--- config.mk ---
export PLATFORM = sky130hd
export DESIGN_NAME = fifo_rd_ctrl
export DESIGN_NICKNAME = d
export VERILOG_FILES = /design/src/rtl/fifo_pkg.sv /design/src/rtl/ptr_sync_ff.sv /design/src/rtl/fifo_rd_ctrl.sv
export SDC_FILE = /design/constraint.sdc
export NUM_CORES = 1
export LEC_CHECK = 0
export CAP_MARGIN = 25
export CORE_ASPECT_RATIO = 0.8
export CORE_UTILIZATION = 35
export CTS_CLUSTER_DIAMETER = 60
export DETAILED_ROUTE_END_ITERATION = 12
export HOLD_SLACK_MARGIN = 0.12
export PLACE_DENSITY = 0.72
export REMOVE_ABC_BUFFERS = 1
export SYNTH_ARGS = -nofsm -noshare
export SYNTH_HDL_FRONTEND = slang
export SYNTH_SLANG_ARGS = --single-unit
--- constraint.sdc ---
create_clock -name clk -period 2.45 [get_ports clk]
set_input_delay 0.6125 -clock clk [delete_from_list [all_inputs] [get_ports clk]]
set_output_delay 0.6125 -clock clk [all_outputs]
set_load 0.02 [all_outputs]
--- src/rtl/fifo_pkg.sv ---
// Shared FIFO constants and Gray-code helpers for the read and write pointer controllers.
package fifo_pkg;

  localparam int unsigned AW_DEFAULT          = 4;
  localparam int unsigned SYNC_STAGES_DEFAULT = 2;

  // Helpers work on a wide container; callers zero-extend in and size-cast the result back.
  localparam int unsigned PTR_MAX_W = 32;
  typedef logic [PTR_MAX_W-1:0] ptr_t;

  function automatic ptr_t bin2gray(input ptr_t bin);
    return bin ^ (bin >> 1);
  endfunction

  function automatic ptr_t gray2bin(input ptr_t gray);
    ptr_t bin;
    bin[PTR_MAX_W-1] = gray[PTR_MAX_W-1];
    for (int i = PTR_MAX_W - 2; i >= 0; i--) begin
      bin[i] = bin[i+1] ^ gray[i];
    end
    return bin;
  endfunction

endpackage

--- src/rtl/ptr_sync_ff.sv ---
// Plain flop chain carrying a Gray pointer into this clock domain; nothing sits between stages.
module ptr_sync_ff #(
  parameter int unsigned W      = 5,
  parameter int unsigned STAGES = 2
) (
  input  logic         clk,
  input  logic         rst,
  input  logic [W-1:0] din,
  output logic [W-1:0] dout
);

  logic [W-1:0] sync_q [STAGES];

  always_ff @(posedge clk or posedge rst) begin
    if (rst) begin
      for (int i = 0; i < int'(STAGES); i++) begin
        sync_q[i] <= '0;
      end
    end else begin
      sync_q[0] <= din;
      for (int i = 1; i < int'(STAGES); i++) begin
        sync_q[i] <= sync_q[i-1];
      end
    end
  end

  assign dout = sync_q[STAGES-1];

endmodule

--- src/rtl/fifo_rd_ctrl.sv ---
// Async FIFO read-side pointer controller with registered empty/ack/underflow flags.
// Define FIFO_RD_LEVEL_EN to add the registered rd_level occupancy output.
module fifo_rd_ctrl
  import fifo_pkg::*;
#(
  parameter int unsigned AW          = AW_DEFAULT,
  parameter int unsigned SYNC_STAGES = SYNC_STAGES_DEFAULT
) (
  input  logic          clk,
  input  logic          rst,
  input  logic          rd_en,
  input  logic [AW:0]   wr_ptr_gray,
  output logic [AW-1:0] rd_addr,
  output logic [AW:0]   rd_ptr_gray,
  output logic          empty,
  output logic          rd_ack,
  output logic          underflow
`ifdef FIFO_RD_LEVEL_EN
  ,
  output logic [AW:0]   rd_level
`endif
);

  localparam int unsigned PW = AW + 1;

  logic [PW-1:0] rd_bin_q, rd_bin_next;
  logic [PW-1:0] rd_gray_q, rd_gray_next;
  logic [PW-1:0] wq_gray;
  logic          empty_q, rd_ack_q, underflow_q;
  logic          rd_fire;

  ptr_sync_ff #(
    .W      (PW),
    .STAGES (SYNC_STAGES)
  ) u_wr_sync (
    .clk  (clk),
    .rst  (rst),
    .din  (wr_ptr_gray),
    .dout (wq_gray)
  );

  assign rd_fire      = rd_en && !empty_q;
  assign rd_bin_next  = rd_bin_q + PW'(rd_fire);
  assign rd_gray_next = PW'(bin2gray(ptr_t'(rd_bin_next)));

  // Empty compares the post-fire pointer so the last read raises it on the same edge.
  always_ff @(posedge clk or posedge rst) begin
    if (rst) begin
      rd_bin_q    <= '0;
      rd_gray_q   <= '0;
      empty_q     <= 1'b1;
      rd_ack_q    <= 1'b0;
      underflow_q <= 1'b0;
    end else begin
      rd_bin_q    <= rd_bin_next;
      rd_gray_q   <= rd_gray_next;
      empty_q     <= (rd_gray_next == wq_gray);
      rd_ack_q    <= rd_fire;
      underflow_q <= rd_en && empty_q;
    end
  end

`ifdef FIFO_RD_LEVEL_EN
  logic [PW-1:0] wq_bin;
  logic [PW-1:0] rd_level_q;

  assign wq_bin = PW'(gray2bin(ptr_t'(wq_gray)));

  always_ff @(posedge clk or posedge rst) begin
    if (rst) begin
      rd_level_q <= '0;
    end else begin
      rd_level_q <= wq_bin - rd_bin_next;
    end
  end

  assign rd_level = rd_level_q;
`endif

  assign rd_addr     = rd_bin_q[AW-1:0];
  assign rd_ptr_gray = rd_gray_q;
  assign empty       = empty_q;
  assign rd_ack      = rd_ack_q;
  assign underflow   = underflow_q;

endmodule

==> impl_metrics.yaml <==
sta:
  setup_viol: 0
  slew_viol_final: 0
  hold_viol_final: 0
  layout_min_cycle_time_ns: 2.21
  timing.hold.ws_ns: 0.363
  tightest_slew_ns: 0.268
  setup_tns_ns: 0
  finClkSkew_ns: 0.00940
  slew_headroom_pct: 82.1
  fmax_mhz: 452
  min_period_over_period_pct: 90.3
  rsz0062_at_grt: "false"
cells_and_area:
  nets: 90
  final_cell_mix: "dfrtp_1, clkdlybuf4s50_1, xor2_1"
  area_growth_pct: 41.7
  layout_commonest_cell: "dfrtp_1"
  fin_util_pct: 55.8
  diodes: 0
  fin_area_mm2: 0.00111
  drive_above_1_share_pct: 19.0
power:
  power_mw: 1.59
  cellLeakagePower_nw: 0.490
  max-vdd-ir-drop_uv: 844
  powerDensity_mw_per_mm2: 1420
grt:
  grt_use_total_pct: 12.4
  antenna_found_initial: 0
  grt_pass1_wl_um: 2010
  grt_pass1_vias: 438
  grt_max_degree: 23
  gr-total-overflow: 0
clocking:
  cts_tree: "done"
  cts_made_buffers: 3
  htree_levels: 1
  cts_resized: 0
  clk_latency_ns: 0.31
  cts_buffer_depth: 2
  clk_transition_reported_paths_ns: 0.12
  cts_setup_buffers: 0
  clkSinkCount: 22
  root_buffer: "clkbuf_4"
  hold_buffers: 0
synth:
  syn_inst: 51
  yosysSeqAreaShare_pct: 70.2
  synth_area_leader_cell: "dfrtp_1"
  syn-cell-area_um2: 786
  ys_ff_latch: 22
  ys_warn_count: 0
  ys_types: 17
  synth_area_leaders: "dfrtp_1, xor2_1, xnor2_1"
  synth.top_cell.area_share_pct: 66.9
  postSynthAreaPerCell_um2: 15.4
placement:
  io_buffers: 19
  placed_area_mm2: 0.00104
  gp_congestion: 0.722
  hpwl_um: 863
floorplan:
  core_area_mm2: 0.00200
  boundaryPins: 20
  die_h_um: 44.4
  dieWidth_um: 55.0
  die_area_mm2: 0.00244
  start_util_pct: 39.3
  rows: 14
job:
  maxCapViolCount: 0
setup_path:
  end_kind: "flip-flop"
  crit_path_start_kind: "input port"
  startpoint: "rd_en"
  critical_path_class: "in -> reg"
  critPathRequiredTime_ns: 2.66
  reg2reg_from: "empty"
  path_max_fanout: 5
  critPathArrivalTime_ns: 2.42
worst_hold_path:
  worstHoldStart: "u_wr_sync.sync_q[5]"
  hold_class: "reg -> reg"
routing:
  wl_per_cell_um: 11.4
  ant_nets: 0
  wl_um: 1170
  drc_errors: 0
  post_drt_via_cell_ratio: 4.48
  via_count: 461
  drt_iter0_drc: 5
  dr.pass1.iters: 2
status:
  run_status: "completed"
-- power breakdown --
group	total [mW]	internal [mW]	switching (mW)
Sequential	0.554	0.470	0.0840
Combinational	0.760	0.408	0.352
Clock	0.271	0.165	0.106
Total	1.59	1.04	0.542
-- metrics by stage --
stage / setup WS [ns] / std cells
6_report: 0.237 / 103
5_1_grt: 0.0246 / 103
4_1_cts: 0.160 / 103
3_5_place_dp: -0.147 / 99
3_3_place_gp: -0.0798 / 99
2_1_floorplan: 0.356 / 51
-- cells in the mapped netlist --
library cell,instances
nor4_1,1
and3_2,1
inv_1,1
mux2i_1,1
xnor2_1,6
dfstp_2,1
nand4_1,1
and2_1,2
nor2_1,1
a21boi_0,1
ha_1,2
dfrtp_1,21
o22ai_1,1
nand3_1,1
a21boi_2,1
xor2_1,8
nor2b_1,1
-- state kept, by name (all words and copies together), names as in the netlist --
register          flops
empty                 1
rd_ack                1
rd_bin_q              5
rd_ptr_gray           4
u_wr_sync.dout        5
u_wr_sync.sync_q      5
underflow             1
-- worst paths after layout --
| path | to | slack, ns | cells after the start |
|---|---|---|---|
| max | empty | 0.24 | 8 |
| min | u_wr_sync.dout[0] | 0.36 | 0 |
| max reg2reg | empty | 0.55 | 7 |
| min reg2reg | u_wr_sync.dout[0] | 0.36 | 0 |
| max in group asynchronous | empty | 1.55 | 3 |
| min in group asynchronous | u_wr_sync.sync_q[5] | 0.61 | 3 |
-- area by class of cell --
type,instances,area [um2]
fill,185,883
sequential,22,552
multi-input combinational,28,248
timing repair buffer,24,228
clock inverter,1,30.0
tap,24,30.0
clock buffer,3,22.5
inverter,1,3.75
-- cells by family (layout without fill, tap and decap cells) --
kind of cell | Yosys count | count (layout) | share of synthesized area [%]
flip-flops | 22 | 22 | 70.2
XOR/XNOR | 14 | 14 | 15.6
AND/OR/NAND/NOR | 8 | 8 | 6.05
AO/OA/AOI/OAI | 3 | 3 | 3.19
adder cells (fa/ha/maj) | 2 | 2 | 3.18
multiplexers | 1 | 1 | 1.27
buffers and inverters | 1 | 29 | 0.477
-- layer usage --
layer	GRT usage (%)	up-vias	wire [um]
met4	3.00	0	7
met1	14.0	221	525
li1	-	221	-
met3	7.22	2	83
met5	0	-	0
met2	20.2	17	556
-- critical path, cell delays in order --
cell             delay, ns
clkdlybuf4s50_1       0.47
nor2b_1               0.18
ha_1                  0.20
ha_2                  0.25
xnor2_1               0.18
xnor2_2               0.12
xor2_1                0.15
nor4_1                0.27
(Power assumes the default switching activity.)
